## config.mk

```make
export PLATFORM = sky130hd
export DESIGN_NAME = tdc_stream_sequencer
export DESIGN_NICKNAME = d
export VERILOG_FILES = /design/src/rtl/tdc_stream_sequencer.sv
export SDC_FILE = /design/constraint.sdc
export NUM_CORES = 1
export LEC_CHECK = 0
export ABC_AREA = 1
export BUFFER_PORTS_ARGS = -buffer_cell sky130_fd_sc_hd__buf_2
export CAP_MARGIN = 20
export CELL_PAD_IN_SITES_DETAIL_PLACEMENT = 0
export CELL_PAD_IN_SITES_GLOBAL_PLACEMENT = 2
export CORE_UTILIZATION = 28
export CTS_BUF_LIST = sky130_fd_sc_hd__clkbuf_4 sky130_fd_sc_hd__clkbuf_8
export DETAILED_ROUTE_END_ITERATION = 7
export PLACE_DENSITY_LB_ADDON = 0.12
export SYNTH_ARGS = -nofsm -noshare
export SYNTH_HDL_FRONTEND = slang
export SYNTH_SLANG_ARGS = --single-unit
```

## constraint.sdc

```tcl
create_clock -name clk -period 1.35 [get_ports clk]
set_input_delay 0.2025 -clock clk [delete_from_list [all_inputs] [get_ports clk]]
set_output_delay 0.2025 -clock clk [all_outputs]
set_load 0.1 [all_outputs]
```

## src/rtl/tdc_stream_sequencer.sv

```systemverilog
// tdc_stream_sequencer: orders pixel-tagged TDC timestamps into the
// histogram builder's wr_en/data stream over coarse and fine passes.
module tdc_stream_sequencer #(
  parameter int NP         = 16,
  parameter int DATA_NUM   = 2,
  parameter int PIXEL_NUM  = 4,
  parameter int ACQ_NUM    = 8,
  parameter int PASS_NUM   = 2,
  parameter int GAP_CYCLES = 4,
  parameter int PIX_W      = 2,
  localparam int PW = (PASS_NUM > 1) ? $clog2(PASS_NUM) : 1
) (
  input  logic          clk,
  input  logic          res,
  input  logic          start,
  input  logic          abort,
  input  logic          in_valid,
  input  logic [PIX_W-1:0] in_pixel,
  input  logic [NP-1:0] in_data,
  output logic          in_ready,
  output logic          wr_en,
  output logic [NP-1:0] data_out,
  output logic [PW-1:0] pass_idx,
  output logic          pass_last,
  output logic          busy,
  output logic          frame_done,
  output logic          err_order
);

  localparam int IW = (DATA_NUM > 1) ? $clog2(DATA_NUM) : 1;
  localparam int AW = (ACQ_NUM > 1) ? $clog2(ACQ_NUM) : 1;
  localparam int GW = (GAP_CYCLES > 1) ? $clog2(GAP_CYCLES) : 1;

  localparam logic [1:0] S_IDLE   = 2'd0;
  localparam logic [1:0] S_STREAM = 2'd1;
  localparam logic [1:0] S_GAP    = 2'd2;
  localparam logic [1:0] S_DONE   = 2'd3;

  logic [1:0]       state;
  logic [IW-1:0]    inp_cnt;
  logic [PIX_W-1:0] pix_cnt;
  logic [AW-1:0]    acq_cnt;
  logic [GW-1:0]    gap_cnt;

  logic inp_last, pix_last, acq_last;
  logic pass_end, pass_fin;
  logic accept, good;

  assign inp_last = (inp_cnt == IW'(DATA_NUM - 1));
  assign pix_last = (pix_cnt == PIX_W'(PIXEL_NUM - 1));
  assign acq_last = (acq_cnt == AW'(ACQ_NUM - 1));
  assign pass_end = inp_last & pix_last & acq_last;
  assign pass_fin = (pass_idx == PW'(PASS_NUM - 1));

  // ready depends only on registered state, never on in_valid
  assign in_ready = (state == S_STREAM);
  assign accept   = in_valid & in_ready;
  assign good     = accept & (in_pixel == pix_cnt);

  always_ff @(posedge clk or posedge res) begin
    if (res) begin
      state      <= S_IDLE;
      inp_cnt    <= '0;
      pix_cnt    <= '0;
      acq_cnt    <= '0;
      gap_cnt    <= '0;
      pass_idx   <= '0;
      wr_en      <= 1'b0;
      data_out   <= '0;
      pass_last  <= 1'b0;
      busy       <= 1'b0;
      frame_done <= 1'b0;
      err_order  <= 1'b0;
    end else begin
      wr_en      <= 1'b0;
      pass_last  <= 1'b0;
      frame_done <= 1'b0;
      if (abort) begin
        state    <= S_IDLE;
        inp_cnt  <= '0;
        pix_cnt  <= '0;
        acq_cnt  <= '0;
        gap_cnt  <= '0;
        pass_idx <= '0;
        busy     <= 1'b0;
      end else begin
        unique case (state)
          S_IDLE: begin
            if (start) begin
              state     <= S_STREAM;
              inp_cnt   <= '0;
              pix_cnt   <= '0;
              acq_cnt   <= '0;
              gap_cnt   <= '0;
              pass_idx  <= '0;
              err_order <= 1'b0;
              busy      <= 1'b1;
            end
          end
          S_STREAM: begin
            if (accept && !good) begin
              err_order <= 1'b1;
            end else if (good) begin
              wr_en    <= 1'b1;
              data_out <= in_data;
              inp_cnt  <= inp_last ? '0 : inp_cnt + IW'(1);
              if (inp_last) begin
                pix_cnt <= pix_last ? '0 : pix_cnt + PIX_W'(1);
                if (pix_last)
                  acq_cnt <= acq_last ? '0 : acq_cnt + AW'(1);
              end
              if (pass_end) begin
                pass_last <= 1'b1;
                gap_cnt   <= '0;
                state     <= pass_fin ? S_DONE : S_GAP;
              end
            end
          end
          S_GAP: begin
            if (gap_cnt == GW'(GAP_CYCLES - 1)) begin
              state    <= S_STREAM;
              pass_idx <= pass_idx + PW'(1);
              gap_cnt  <= '0;
              inp_cnt  <= '0;
              pix_cnt  <= '0;
              acq_cnt  <= '0;
            end else begin
              gap_cnt <= gap_cnt + GW'(1);
            end
          end
          S_DONE: begin
            frame_done <= 1'b1;
            busy       <= 1'b0;
            state      <= S_IDLE;
          end
          default: state <= S_IDLE;
        endcase
      end
    end
  end

endmodule
```

# Word-level counts from Yosys, hierarchy flattened
# Cells that the tools add are included.
# Widths: inputs -> output; s select.
[totals]
elab_cells = 112
mem_bits_ro = 0
inputBits = 23
memories = 0
reg_bits = 32
latch_bits = 0
ram_bits = 0
out_inout_bits = 23
[op_classes]
n_eq_ne = 16
order_cmp = 0
shift = 0
bitwise_logic = 6
div_mod_pow = 0
n_reduce_logical = 16
multipliers = 0
mux = 57
n_addsub = 5
[op_table]
columns = ["op", "count"]
rows = [
  ["$mux 2", 18],
  ["$mux 3", 8],
  ["$mux 1", 23],
  ["$reduce_and 5->1", 3],
  ["$ne 3x2->1 const B", 4],
  ["$pmux 2 s3", 2],
  ["$ne 3x3->1 const B", 3],
  ["$pmux 3 s3", 1],
  ["$eq 2x2->1 const B", 4],
  ["$pmux 2 s4", 1],
  ["$reduce_and 4->1", 2],
  ["$reduce_and 7->1", 1],
  ["$pmux 1 s2", 3],
  ["$reduce_and 6->1", 1],
  ["$reduce_bool 3->1", 2],
  ["$add 2x1->2 const B", 2],
  ["$and 1x1->1", 4],
  ["$reduce_bool 4->1", 1],
  ["$add 3x1->3 const B", 1],
  ["$eq 3x3->1 const B", 1],
  ["$pmux 1 s3", 1],
  ["$reduce_and 3->1", 1],
  ["$add 1x1->1 const B", 2],
  ["$eq 2x1->1 const B", 1],
  ["9 further kinds", 10],
]

# Longest topological paths before layout
[depth]
ltp_word = 8
mapped_depth = 10
ltp_nobuf = 10

# Worst setup path before layout
# Ideal clock, no wire load.
[synth_path]
kind = "register to register"
from = "register state[1]"
to = "register acq_cnt[1]"
t_arrival_ns = 1.489
synth_period_minus_slack_ns = 1.553
setup_slack_ns = -0.203
n_path_buf = 0
setup_time_ns = 0.065
stages_incl_launch_ff = 8
t_required_ns = 1.285
cell_sequence = "dfrtp_1 -> inv_2 -> nand2_4 -> inv_1 -> nand2_1 -> nor2_1 -> nand2_1 -> nand2_1"
[synth_between]
elab_chain_cells = 7
elab_cells_between_ends = 17
classes_between = "eq/ne: 8; mux: 2; bitwise: 2; reduce/logical: 5"
[synth_lines]
columns = ["element", "line", "rtl"]
rows = [
  ["from (decl)", "39", "logic [1:0] state;"],
  ["from (signal assigned)", "115", "state <= pass_fin ? S_DONE : S_GAP;"],
  ["$eq 2x1->1 (*)", "56", "assign in_ready = (state == S_STREAM);"],
  ["net in_ready", "20", "output logic in_ready,"],
  ["$and 1x1->1", "57", "assign accept = in_valid & in_ready;"],
  ["$and 1x1->1", "58", "assign good = accept & (in_pixel == pix_cnt);"],
  ["$logic_not 1->1", "101", "if (accept && !good) begin"],
  ["$logic_and 1x1->1", "101", ""],
  ["$ne 3x3->1 (no source line)", "n/a", ""],
  ["$reduce_and 7->1 (no source line)", "n/a", ""],
  ["to (signal assigned)", "110", "acq_cnt <= acq_last ? '0 : acq_cnt + AW'(1);"],
  ["to (decl)", "42", "logic [AW-1:0] acq_cnt;"],
]
# The timed path passes the listed nets; every way through them passes the cells marked *.
# A chain may end at the register's enable or synchronous reset.

# Worst setup path after layout
[layout_path]
from = "register state[0]"
to = "output in_ready"
[layout_between]
elab_chain_cells = 1
[layout_lines]
columns = ["element", "line"]
rows = [
  ["$eq 2x1->1", "56"],
  ["to (decl)", "20"],
]
# No other way between the ends.

==> impl_metrics.json <==
{
  "htree_levels": 2,
  "drv_cap": 0,
  "worstPathRequired_ps": 1150,
  "worstMarginPinSlew_ps": 494.4,
  "r2r.worst_path.cells": 9,
  "clock-root-buffer": "clkbuf_8",
  "antenna_found_initial": 0,
  "drive_gt1_frac": 0.4925,
  "setup_slack_ps": -132.5,
  "crit_path_end_kind": "primary output",
  "io_pins": 46,
  "numClockSinks": 32,
  "clk_pin_slew_ps": 70,
  "clockBufferDepth": 2,
  "grt.overflow.total": 0,
  "synthFlopType": "dfrtp_1",
  "cp-start-kind": "flop",
  "status": "finished with violations",
  "syn-cell-area_mm2": 0.001607,
  "worstSetupPathType": "flop to primary output",
  "skew_ps": 3.901,
  "nets": 294,
  "gp_congestion": 0.7432,
  "viasPerCell": 4.215,
  "clk_latency_ps": 290,
  "ys_seq_area_frac": 0.4984,
  "antennaDiodeCount": 0,
  "timing.final.crit_share": 1.098,
  "fmax_mhz": 674.6,
  "ant_nets": 0,
  "syn2layout_area_growth_pct": 49.45,
  "synth_seq_cells": 32,
  "final-hold-violation-count": 20,
  "reg2reg_to": "pix_cnt[1]",
  "grt_pass1_vias": 1462,
  "post-place-ws_ps": -116.8,
  "core_mm2": 0.005507,
  "synth_nets": 217,
  "hp-class": "input port to asynchronous set/reset pin",
  "synth_edf_count": 0,
  "rows": 27,
  "die_w_um": 77.75,
  "grt_max_degree": 33,
  "cp_data_arrival_time_ps": 1280,
  "ys_warn_count": 0,
  "hold_ws_ps": -4.247,
  "period_needed_ps": 1482,
  "async_flop_share": 1.000,
  "routed_wl_um": 3925,
  "nFillCells": 581,
  "die_h_um": 77.75,
  "setup_viol": 12,
  "initial_core_util": 0.2918,
  "grt_use_total": 0.1453,
  "cts_buffers": 5,
  "syn_avg_cell_area_um2": 8.455,
  "rr_startpoint": "state[0]",
  "grt_pass1_wl_um": 6575,
  "dpl.hpwl_um": 2717,
  "synth.distinct_cells": 25,
  "via_count": 1433,
  "slew_headroom": 0.6727,
  "drc": 0,
  "violations": "hold timing, setup timing",
  "die_area_mm2": 0.006044,
  "avgRoutedWirePerCell_um": 11.54,
  "rsz0062_at_grt": "true",
  "drt_iter0_drc": 37,
  "timing.final.max_slew_violations": 0,
  "tritoncts": "yes",
  "r2r_slack_ps": -70,
  "crit_fanout": 3,
  "detailedRoute.firstPassIterationCount": 4,
  "io_buffers": 45,
  "synthCells": 190
}
==> cell type report <==
type                            count  area [um2]  share of cell area
Multi-Input combinational cell    134       822.0              0.3424
Timing Repair Buffer               73       480.5              0.2001
Clock inverter                      2       35.03             0.01459
Inverter                           21       95.09             0.03960
Sequential cell                    32       802.0              0.3340
Tap cell                           72       90.09             0.03752
Clock buffer                        6       76.32             0.03179
==> cell families after synthesis <==
| group | count (synthesis) | share of synthesized area |
|---|---|---|
| fa+ha+maj | 4 | 0.03115 |
| buf+inv | 24 | 0.07242 |
| flops | 32 | 0.4984 |
| simple gates | 119 | 0.3505 |
| xor+xnor | 1 | 0.01013 |
| compound gates | 10 | 0.03738 |
==> worst max-delay path, cell delays in order, from the launching register on <==
cell and delay, ps:
dfrtp_2 440, nand2_4 130, buf_6 120, clkinvlp_4 120
buf_12 190
==> layer usage <==
metal  share of wire  wire, um  GRT usage  vias up
met5               0         0          0        -
met4           0.015        60    0.05660        0
li1                -         -          -      734
met2            0.48      1870     0.2416       33
met3           0.057       222    0.04941        9
met1            0.45      1772     0.1716      657
==> registers in the layout, summed over array words and instances, names as in the netlist <==
name        count
acq_cnt         3
busy            1
data_out       16
err_order       1
frame_done      1
gap_cnt         2
inp_cnt         1
pass_idx        1
pass_last       1
pix_cnt         2
state           2
wr_en           1
==> how the worst max path moves through the flow <==
| stage | startpoint | depth (start not counted) | to | slack, ps |
|---|---|---|---|---|
| finish | state[0] | 4 | in_ready | -130 |
| floorplan | state[0] | 6 | acq_cnt[1] | -90 |
| detailed placement | pix_cnt[0] | 6 | acq_cnt[2] | -120 |
| global placement | pix_cnt[0] | 6 | acq_cnt[0] | -170 |
| CTS | state[0] | 4 | in_ready | -130 |
| global route | state[0] | 4 | in_ready | -190 |
==> what timing repair did <==
action                     4_1_cts  5_1_grt
setup endpoints to repair       27       30
resized for setup               26       21
hold buffers                     0        0
pin swaps                       11       10
setup buffers                    7        5
==> synth_stat cells (2+ instances only) <==
cell type  number  area share
nand2_2        11       0.043
inv_1          16       0.037
inv_2           4      0.0093
nor2_1         11       0.026
ha_1            4       0.031
nor3_1          2      0.0062
nand3_1         8       0.025
o21bai_1        3       0.014
nor2_4          2       0.014
dfrtp_1        32        0.50
a21oi_1         4       0.012
nand2_1        78        0.18
o21ai_0         2      0.0062
nand2_4         2       0.014
==> cells in the final DEF, fill, tap and decap left out, types with 2 or more instances in the layout <==
cell / synthesis / final
ha_1: 4 / 4
nor3_1: 2 / 2
buf_2: 1 / 43
nor2_2: 0 / 2
nor2_4: 2 / 4
buf_6: 1 / 4
clkbuf_8: 0 / 5
nand2_4: 2 / 4
a21oi_2: 0 / 2
inv_2: 4 / 3
buf_12: 1 / 2
clkbuf_4: 0 / 2
nor2_1: 11 / 7
buf_4: 0 / 23
a21oi_1: 4 / 2
inv_1: 16 / 14
nand2_1: 78 / 68
nand3_4: 0 / 2
nand2_2: 11 / 18
o21bai_1: 3 / 3
nand3_2: 0 / 5
dfrtp_1: 32 / 31
==> per-stage QoR <==
stage | TNS (ps) | cell area [um2] | util | cells
2_1_floorplan | -179.1 | 1610 | - | 190
4_1_cts | -591.0 | 2282 | 0.4145 | 335
3_5_place_dp | -843.0 | 2024 | 0.3676 | 320
6_report | -527.3 | 2401 | 0.4360 | 340
5_1_grt | -2644 | 2401 | 0.4360 | 340
3_3_place_gp | -838.7 | 2024 | 0.3676 | 320
Power is left out: the tool's default activity adds up to more than one toggle a clock period on the data nets, which glitch-free logic cannot reach.
